<file path="config.mk">
export PLATFORM = sky130hd
export DESIGN_NAME = rns_op_sequencer
export DESIGN_NICKNAME = d
export VERILOG_FILES = /design/src/rtl/rns_op_sequencer.sv
export SDC_FILE = /design/constraint.sdc
export NUM_CORES = 1
export LEC_CHECK = 0
export BUFFER_PORTS_ARGS = -buffer_cell sky130_fd_sc_hd__buf_2
export CAP_MARGIN = 5
export CORE_UTILIZATION = 46
export CTS_CLUSTER_SIZE = 12
export DETAILED_ROUTE_END_ITERATION = 10
export PLACE_DENSITY = 0.72
export REMOVE_ABC_BUFFERS = 1
export SETUP_SLACK_MARGIN = 0.4
export SLEW_MARGIN = 20
export SYNTH_ARGS = -nofsm -noshare
export SYNTH_HDL_FRONTEND = slang
export SYNTH_SLANG_ARGS = --single-unit
</file>
<file path="constraint.sdc">
create_clock -name clk -period 2.3 [get_ports clk]
set_input_delay 0.46 -clock clk [delete_from_list [all_inputs] [get_ports clk]]
set_output_delay 0.46 -clock clk [all_outputs]
set_load 0.02 [all_outputs]
</file>
<file path="src/rtl/rns_op_sequencer.sv">
// Request sequencer for one residue channel: issues add/sub/mul to external units,
// steers the result mux, waits (with timeout) on the multiplier and holds the response.
module rns_op_sequencer #(
   parameter int MUL_TIMEOUT = 15,
   parameter int W           = 7
) (
   input  logic         clk,
   input  logic         rst,
   input  logic         req_valid,
   output logic         req_ready,
   input  logic [1:0]   req_op,
   input  logic [W-1:0] req_a,
   input  logic [W-1:0] req_b,
   output logic [W-1:0] op_a,
   output logic [W-1:0] op_b,
   output logic         mul_start,
   input  logic         mul_done,
   output logic         s0,
   output logic         s1,
   input  logic [W-1:0] mux_result,
   output logic         rsp_valid,
   input  logic         rsp_ready,
   output logic [W-1:0] rsp_result,
   output logic         rsp_err
);

   typedef enum logic [1:0] {IDLE, ISSUE, WAIT_MUL, RESP} state_t;

   localparam logic [7:0] TMO_LAST = 8'(MUL_TIMEOUT - 1);

   state_t     state;
   logic [1:0] op_q;
   logic [7:0] tmo_count;

   // All outputs are registered; each one is set on the transition into the state
   // where it must be visible, so req_ready/rsp_valid/mul_start/mux selects track state.
   always_ff @(posedge clk or posedge rst) begin
      if (rst) begin
         state      <= IDLE;
         req_ready  <= 1'b1;
         rsp_valid  <= 1'b0;
         mul_start  <= 1'b0;
         rsp_err    <= 1'b0;
         rsp_result <= '0;
         op_a       <= '0;
         op_b       <= '0;
         s1         <= 1'b1;
         s0         <= 1'b1;
         op_q       <= 2'b11;
         tmo_count  <= '0;
      end else begin
         mul_start <= 1'b0;
         case (state)
            IDLE: begin
               if (req_valid) begin
                  op_a      <= req_a;
                  op_b      <= req_b;
                  op_q      <= req_op;
                  {s1, s0}  <= req_op;
                  mul_start <= (req_op == 2'b10);
                  req_ready <= 1'b0;
                  state     <= ISSUE;
               end
            end
            ISSUE: begin
               case (op_q)
                  2'b00, 2'b01: begin
                     rsp_result <= mux_result;
                     rsp_err    <= 1'b0;
                     rsp_valid  <= 1'b1;
                     state      <= RESP;
                  end
                  2'b10: begin
                     tmo_count <= '0;
                     state     <= WAIT_MUL;
                  end
                  default: begin
                     rsp_result <= '0;
                     rsp_err    <= 1'b1;
                     rsp_valid  <= 1'b1;
                     state      <= RESP;
                  end
               endcase
            end
            // A done arriving on the timeout cycle still counts as a good result.
            WAIT_MUL: begin
               if (mul_done) begin
                  rsp_result <= mux_result;
                  rsp_err    <= 1'b0;
                  rsp_valid  <= 1'b1;
                  state      <= RESP;
               end else if (tmo_count == TMO_LAST) begin
                  rsp_result <= '0;
                  rsp_err    <= 1'b1;
                  rsp_valid  <= 1'b1;
                  state      <= RESP;
               end else begin
                  tmo_count <= tmo_count + 8'd1;
               end
            end
            RESP: begin
               if (rsp_ready) begin
                  rsp_valid <= 1'b0;
                  req_ready <= 1'b1;
                  {s1, s0}  <= 2'b11;
                  state     <= IDLE;
               end
            end
            default: state <= IDLE;
         endcase
      end
   end

endmodule

</file>
=== After elaboration in Yosys (flattened, before gate mapping) ===
Cells that the tools add are included.

* Register bits: 39
* Input bits: 28
* Logic and storage cells: 70

* $add $sub $neg: 1
* Eq/ne operators: 14
* Muxes and demuxes: 31
* Reductions and logical operators: 12

{| class="wikitable"
|+ Operators with widths
! operator !! number
|-
| $pmux 7 s2 || 2
|-
| $mux 8 || 3
|-
| $pmux 8 s2 || 1
|-
| $mux 7 || 2
|-
| $mux 1 || 12
|-
| $ne 2x2->1 const B || 6
|-
| $pmux 1 s2 || 5
|-
| $reduce_and 3->1 || 3
|-
| $add 8x1->8 const B || 1
|-
| $eq 2x2->1 const B || 4
|-
| $eq 8x4->1 const B || 1
|-
| $mux 2 || 4
|-
| $pmux 2 s4 || 1
|-
| $reduce_and 4->1 || 2
|-
| $eq 2x1->1 const B || 2
|-
| $logic_not 2->1 || 2
|-
| $reduce_bool 2->1 || 2
|-
| $ne 3x3->1 const B || 1
|-
| $pmux 1 s3 || 1
|-
| $reduce_bool 3->1 || 1
|-
| $reduce_and 2->1 || 1
|-
| $reduce_or 2->1 || 1
|}

=== Logic depth before layout (Yosys ltp) ===
Gate-level depths: netlist of the first run.

* Depth in word-level cells: 4
* Mapped depth: 8

=== Worst setup path before layout of the first run ===
Ideal clock, no wire load.

* Path kind: reg2reg
* Start point: register state[0]
* End point: register tmo_count[7]
* Arrival time: 1.720 ns
* Required time: 2.174 ns
* Slack: 0.455 ns
* Cell stages (with the launch flop): 8
* Period minus slack after synthesis: 1.845 ns
* Cell sequence: dfrtp_1 -> inv_1 -> ha_1 -> buf_2 -> nand3b_1 -> a2111oi_0 -> nor2_1 -> a221o_1

* Word-level cells in the longest chain between the ends: 3
* Elaborated cells between the ends (all ways): 8

{| class="wikitable"
|+ RTL lines
! what !! line !! source
|-
| from (decl) || 31 || <nowiki>state_t state;</nowiki>
|-
| from (signal assigned) || 39 || <nowiki>state <= IDLE;</nowiki>
|-
| from (signal assigned) || 62 || <nowiki>state <= ISSUE;</nowiki>
|-
| from (signal assigned) || 71 || <nowiki>state <= RESP;</nowiki>
|-
| $eq 2x1->1 / $eq 2x2->1 (equally long branches) || 53 || <nowiki>case (state)</nowiki>
|-
| $ne 2x2->1 (no source line) / $reduce_bool 2->1 (equally long branches) || -- ||
|-
| $reduce_and 4->1 (no source line) || -- ||
|-
| to (signal assigned) || 98 || <nowiki>tmo_count <= tmo_count + 8'd1;</nowiki>
|-
| to (decl) || 33 || <nowiki>logic [7:0] tmo_count;</nowiki>
|}

Several ways; a longest one is shown, not always the timed one.
A chain may end at the register's enable or synchronous reset.

=== Worst setup path after layout of the first run ===
* Start point: register tmo_count[0]
* End point: register tmo_count[2]

* Word-level cells in the longest chain between the ends: 4
* Elaborated cells between the ends (all ways): 7

{| class="wikitable"
|+ RTL lines
! what !! line !! source
|-
| $add 8x1->8 || 98 ||
|-
| $mux 8 || 92 || <nowiki>end else if (tmo_count == TMO_LAST) begin</nowiki>
|-
| $mux 8 || 87 || <nowiki>if (mul_done) begin</nowiki>
|-
| $pmux 8 s2 || 53 ||
|}

Several ways; a longest one is shown, not always the timed one. The select of a mux whose other input is x is not followed.

==> qor.yml, run 1 <==
status:
  status: "complete, no violations"
synth:
  yosys.area_share.adder_pct: 4.61
  synth_top_area_share_pct: 44.8
  synth_ff_type: "dfrtp_1"
  yosys_warnings: 0
  yosysTopAreaCell: "dfrtp_1"
  synth_area_leaders: "dfrtp_1, mux2_2, dfstp_2, ha_1, o21ai_2"
  ys_ff_latch: 39
  synth_compound_area_share_pct: 17.4
  synthMuxAreaShare_pct: 11.1
  yosys.area_share.simple_pct: 10.3
  syn_inst: 165
  synth_edf_count: 0
  synth_top_family_by_area: "compound AO/OA/AOI/OAI gates"
  synthXorXnorAreaFrac_pct: 0.922
  syn_area_mm2: 0.00190
  synthArstFlopShare_pct: 100
  avgSynthCellArea_um2: 11.5
  ys_seq_area_share_pct: 51.7
  synth.distinct_cells: 41
sta:
  rsz0062_at_grt: "true"
  min_period_over_period_pct: 82.7
  clock.fmax_ghz: 0.525
  skew_ns: 0.00669
  fin_crit_ns: 1.90
  drv_slew: 0
  whs_ns: 0.173
  final.setup.tns_ns: 0
  worst_pin_slew_ns: 0.490
  setup_violations: 0
  finalHoldViolCount: 0
  slew_headroom_pct: 67.3
worst_hold_path:
  hold_path.class: "in2async"
routing:
  wire_per_inst_um: 13.8
  initialDrtViolationCount: 114
  route.met2.wl_um: 1780
  drc: 0
  wl_met1_um: 1840
  drt_wl_total_um: 3910
  ant_nets: 0
  dr_wl_met3_um: 225
  dr.pass1.iters: 4
  top_layer: "met4"
  via_per_inst: 5.26
  vias: 1489
placement:
  dp_hpwl_um: 2900
  io_buffers: 54
  gp_congestion: 0.865
critical_path:
  path_class: "reg2reg"
  crit_path_start_kind: "register"
  max_stage_delay_ns: 0.44
  critPathCaptureType: "register"
  crit_buf_inv: 2
  cp.arrival_ns: 2.07
  cp_top_family: "compound AO/OA/AOI/OAI gates"
  cp_max_fo: 9
  crit_required_ns: 2.47
  crit_chain: "inv_1 -> ha_1 -> nand4b_1 -> o41a_1 -> buf_4 -> and4b_1 -> a211o_1"
  slowest_stage: "o41a_1"
grt:
  grt-ovfl-total: 0
  grt_max_degree: 20
  grt_pass1_vias: 1393
  grt_pass1_wl_um: 6420
  grt_antenna_before_repair: 0
  grtUsageTotal_pct: 19.5
layout:
  fill_cells: 345
  multi_input_area_um2: 885
  mostFrequentLayoutCells: "buf_2, dfrtp_1, mux2_2, nand2_1, o21ai_2"
  syn2layout_area_growth_pct: 28.3
  num_antenna_cells: 0
  layout_commonest_cell: "buf_2"
  nets: 267
  drive_gt1_share_pct: 50.6
  seq_area_um2: 983
clock_tree:
  cts.clk_slew.worst_paths_ns: 0.08
  clock_sinks: 39
  root_buffer: "clkbuf_8"
  numCtsBuffers: 5
  cts_tree: "built"
  clock_latency_ns: 0.29
  h-tree-depth: 2
  clk_path_buf_depth: 2
die:
  pin_count: 55
  die_area_mm2: 0.00439
  rows: 23
  die_y_um: 66.3
  start_util_pct: 47.9
  core_mm2: 0.00397
  die-width_um: 66.3
flow_run:
  drv_cap: 0
power_and_ir_drop:
  power.density_mw_per_mm2: 1480
  leakage_uw: 0.00119
  peakVddDrop_uv: 812
area by class of cell:
cell class | instances | area share [%]
flip-flops and latches | 39 | 40.3
multi-input cells | 111 | 36.3
repair buffers | 67 | 15.1
clock buffers | 6 | 2.98
well taps | 50 | 2.57
clock inverters | 2 | 1.54
inverters | 8 | 1.23
sequential cells by signal (all words and copies together) (netlist names):
register / flops
req_ready: 1
op_q: 2
op_a: 7
state: 2
rsp_err: 1
s1: 1
mul_start: 1
tmo_count: 8
op_b: 7
rsp_result: 7
s0: 1
rsp_valid: 1
cell families (layout without fill, tap and decap cells):
group | after synthesis | after routing
AO/OA/AOI/OAI | 45 | 45
XOR/XNOR | 2 | 2
adder cells (fa/ha/maj) | 7 | 7
buffers and inverters | 15 | 83
flip-flops | 39 | 39
multiplexers | 19 | 19
AND/OR/NAND/NOR | 38 | 38
worst paths after layout:
kind                               from           end  slack (ns)  cells past startpoint
max                        tmo_count[0]  tmo_count[2]        0.40                      7
min                                 rst       op_a[0]        0.17                      2
max reg2reg                tmo_count[0]  tmo_count[2]        0.40                      7
min reg2reg                tmo_count[0]  tmo_count[0]        0.50                      1
max in group asynchronous           rst       op_q[0]        1.50                      3
min in group clk              req_op[0]     mul_start        0.36                      2
timing repair:
item	in CTS	in global routing
gates resized for setup	3	20
hold buffers	0	0
hold endpoints to repair	0	0
buffers inserted	1	3
endpoints found under the setup margin	15	16
pin swaps	0	2
Yosys cell counts, types with 2 or more instances:
library cell,instances
nor2_1,5
a21oi_1,4
o21ai_2,9
dfstp_2,5
mux2_2,17
dfrtp_1,34
nand3b_1,3
nand2_1,17
a2111oi_0,2
ha_1,7
a22o_1,2
nand2b_1,2
and3_1,2
a31oi_1,2
o22a_1,4
a211o_1,2
o21ai_0,12
clkbuf_1,3
buf_6,2
nor2b_1,2
mux2i_1,2
inv_1,8
per-stage QoR:
stage / area [um2] / instances / util (%) / total power (uW) / worst slack, ns
6_report: 2440 / 283 / 61.4 / 3610 / 0.397
5_1_grt: 2440 / 283 / 61.4 / 3870 / 0.323
4_1_cts: 2380 / 280 / 59.9 / 3520 / 0.389
3_5_place_dp: 2250 / 271 / 56.8 / 2930 / 0.245
3_3_place_gp: 2250 / 271 / 56.8 / 2880 / 0.333
2_1_floorplan: 1850 / 158 / - / 2370 / 0.237
worst reg2reg max path, delay by kind of cell, from the launching register on:
kind	cells	cell delay [ns]
flops	1	0.43
buf+inv	2	0.25
fa+ha+maj	1	0.13
compound gates	2	0.67
simple gates	2	0.30
layer usage:
metal | GRT usage, % | up-vias
met5 | 0 | -
met3 | 6.03 | 6
met4 | 7.45 | 0
li1 | - | 727
met2 | 29.0 | 50
met1 | 26.4 | 706
report_power, final:
| group | switching [uW] | internal (uW) |
|---|---|---|
| clock | 240 | 324 |
| sequential | 228 | 1030 |
| combinational | 1020 | 768 |
Note: power is estimated with default switching activity, not from simulation.
==> run 2: changes to the inputs <==
Settings changed: ABC_AREA set to 1, PLACE_DENSITY 0.72 to 0.75.
Clock period 2.3 ns to 1.58 ns, I/O delays scaled along.
==> run 2 against run 1 <==
Register-to-register slack worse by 0.21 ns. Critical path type unchanged. Die area rose by 3.2%. Wire length up 16%. Sequential power is 34% higher. Largest power group unchanged. Highest routed layer unchanged. Sequential cell count is the same. Core utilization rose by 9.2 points. Cell area increased by 17%. Worst hold slack lost 0.12 ns. Non-clock buffer count increased by 16.
==> qor.yml, run 2 <==
clock_tree:
  cts_tree: "built"
  clock_sinks: 39  # unchanged
  root_buffer: "clkbuf_8"
  numCtsBuffers: 5  # unchanged
  cts.clk_slew.worst_paths_ns: 0.08  # about the same
  clock_latency_ns: 0.29  # about the same
  h-tree-depth: 2  # unchanged
  holdBufCountCts: 0  # unchanged
  clk_path_buf_depth: 2  # unchanged
synth:
  yosysTopAreaCell: "dfrtp_1"
  yosys.area_share.simple_pct: 32.5  # +22 points
  avgSynthCellArea_um2: 7.95  # -31%
  synth_top_family_by_area: "simple AND/OR/NAND/NOR gates"
  synthArstFlopShare_pct: 100  # unchanged
  synth_ff_type: "dfrtp_1"
  ys_seq_area_share_pct: 50.0  # -1.6 points
  synth_area_leaders: "dfrtp_1, nand2_1, dfstp_2, nand3_1, ha_1"
  yosys.area_share.adder_pct: 4.46  # -0.15 points
  syn_area_mm2: 0.00196  # +3.3%
  syn_inst: 247  # +50%
  synthXorXnorAreaFrac_pct: 0  # -0.92 points
  synth_compound_area_share_pct: 6.05  # -11 points
  synthMuxAreaShare_pct: 0  # -11 points
  synth_most_common_cell: "nand2_1"
  synth_common_cells: "nand2_1, dfrtp_1, inv_1, nand3_1, nor2_1"
  yosys_warnings: 0  # unchanged
  synth_edf_count: 0  # unchanged
  synth.distinct_cells: 25  # -39%
  ys_ff_latch: 39  # unchanged
  synth_top_area_share_pct: 43.3  # -1.4 points
layout:
  num_antenna_cells: 0  # unchanged
  nets: 367  # +37%
  max_flop_register: "tmo_count"
  instances_no_fill: 383  # +35%
  mostFrequentLayoutCells: "nand2_1, buf_2, dfrtp_1"
  fin_area_mm2: 0.00287  # +17%
  layout_commonest_cell: "nand2_1"
  drive_gt1_share_pct: 42.6  # -8.0 points
  fill_cells: 301  # -13%
  seq_area_um2: 986  # +0.25%
  syn2layout_area_growth_pct: 46.0
  largest_register_ffs: 8  # unchanged
  multi_input_area_um2: 973  # +10%
routing:
  initialDrtViolationCount: 156  # +37%
  via_per_inst: 4.85  # -7.7%
  drt_wl_total_um: 4530  # +16%
  wire_per_inst_um: 11.8  # -14%
  dr.pass1.iters: 4  # unchanged
  vias: 1859  # +25%
  drc: 0  # unchanged
  ant_nets: 0  # unchanged
placement:
  post-place-ws_ns: 0.0796  # -0.166 ns
  dp_hpwl_um: 2770  # -4.3%
  io_buffers: 54  # unchanged
  dp_cells: 357  # +32%
  gp_congestion: 0.792  # -8.5%
  placed_area_mm2: 0.00238  # +5.4%
sta:
  slew_headroom_pct: 83.0  # +16 points
  setup_violations: 0  # unchanged
  clock.fmax_ghz: 0.717  # +36%
  finalHoldViolCount: 0  # unchanged
  min_period_over_period_pct: 88.3  # +5.5 points
  worst_pin_slew_ns: 0.253  # -0.236 ns
  layout_setup_ws_ns: 0.185  # -0.212 ns
  drv_slew: 0  # unchanged
  final.setup.tns_ns: 0  # unchanged
  fin_crit_ns: 1.40  # -0.508 ns
  rsz0062_at_grt: "true"
  skew_ns: 0.00702  # +0.000331 ns
critical_path:
  cp_top_family: "flip-flops"
  critPathCaptureType: "register"
  slowest_stage: "dfrtp_2"
  crit_buf_inv: 4  # +2
  crit_required_ns: 1.76  # -0.71 ns
  cp.arrival_ns: 1.57  # -0.50 ns
  cp_max_fo: 3  # -6
  crit_path_start_kind: "register"
  path_class: "reg2reg"
  max_stage_delay_ns: 0.44  # about the same
  crit_chain: "inv_4 -> buf_4 -> ha_1 -> inv_2 -> buf_4 -> nand3_1 -> nand3_1 -> nand2_1"
die:
  pin_count: 55  # unchanged
  rows: 23  # unchanged
  core_mm2: 0.00406  # +2.2%
  die-width_um: 67.3  # +1.6%
  start_util_pct: 48.4  # +0.52 points
  die_y_um: 67.3  # +1.6%
  die_area_mm2: 0.00453  # +3.2%
power_and_ir_drop:
  power.density_mw_per_mm2: 2020  # +37%
  leakage_uw: 0.00151  # +27%
  peakVddDrop_uv: 1120  # +37%
grt:
  grt-ovfl-total: 0  # unchanged
  grt_pass1_wl_um: 7190  # +12%
  grtUsageTotal_pct: 21.4  # +1.9 points
  grt_pass1_vias: 1656  # +19%
  grt_antenna_before_repair: 0  # unchanged
  grt_max_degree: 40  # +100%
flow_run:
  drv_cap: 0  # unchanged
worst_hold_path:
  hold_path.class: "in2async"
status:
  status: "complete, no violations"
[run 2: cell count changes after synthesis, moves of 3 or more]
| cell | before | now |
|---|---|---|
| o21ai_1 | 1 | 7 |
| nand3_1 | 1 | 23 |
| o21ai_2 | 9 | 2 |
| nor2_1 | 5 | 16 |
| o21ai_0 | 12 | 9 |
| mux2_2 | 17 | 0 |
| nand2_2 | 0 | 4 |
| a21oi_1 | 4 | 1 |
| inv_1 | 8 | 23 |
| o22a_1 | 4 | 0 |
| nand2_1 | 17 | 100 |
[run 2: final timing paths]
kind | end | cells after the start | slack, ns | from
setup / recovery | state[0] | 8 | 0.18 | state[1]
max in group asynchronous | req_ready | 3 | 1.27 | rst
hold reg to reg | rsp_result[2] | 2 | 0.47 | rsp_result[2]
setup reg to reg | state[0] | 8 | 0.18 | state[1]
hold / removal | rsp_err | 3 | 0.06 | rst
min in group clk | op_a[6] | 3 | 0.21 | req_a[6]
[run 2: what timing repair did]
| item | 4_1_cts | 5_1_grt |
|---|---|---|
| gates resized for setup | 27 | 50 |
| pin swaps | 4 | 11 |
| hold endpoints to repair | 0 | 0 |
| setup endpoints to repair | 42 | 57 |
| setup buffers | 5 | 12 |
| gates cloned | 1 | 0 |
[run 2: layout make-up]
cell class	instances	area share (%)
clock buffers	7	3.01
inverters	26	3.54
repair buffers	83	22.6
flip-flops and latches	39	34.4
clock inverters	1	0.306
multi-input cells	177	34.0
well taps	50	2.18
[run 2: logic make-up (layout without fill, tap and decap cells)]
| kind of cell | Yosys count | in the layout |
|---|---|---|
| AND/OR/NAND/NOR | 150 | 150 |
| AO/OA/AOI/OAI | 20 | 20 |
| buffers and inverters | 31 | 117 |
| adder cells (fa/ha/maj) | 7 | 7 |
| flip-flops | 39 | 39 |
[run 2: where the power goes]
group	switching [uW]	internal [uW]	leakage, uW
Combinational	1840	1560	0.000974
Clock	344	357	0.0000484
Sequential	256	1430	0.000485
[run 2: worst reg2reg max path: stages (launching register included)]
cell,delay [ns]
dfrtp_2,0.44
inv_4,0.07
buf_4,0.13
ha_1,0.18
inv_2,0.07
buf_4,0.10
nand3_1,0.09
nand3_1,0.12
nand2_1,0.08
[run 2: layer usage]
layer  vias up  track usage [%]  wire length [um]
met5         -                0                 0
met1       839             27.3              2050
li1        943                -                 -
met4         0             7.45                72
met2        66             35.4              2160
met3        11             5.24               241
[run 2: through the flow]
stage | hold WS, ns | total power (uW) | utilization, %
6_report | 0.0577 | 5800 | 70.6
5_1_grt | 0.0634 | 6220 | 70.6
4_1_cts | 0.0609 | 5200 | 64.7
3_5_place_dp | 0.383 | 4170 | 58.6
3_3_place_gp | 0.377 | 4100 | 58.6
2_1_floorplan | 0.382 | 3200 | -
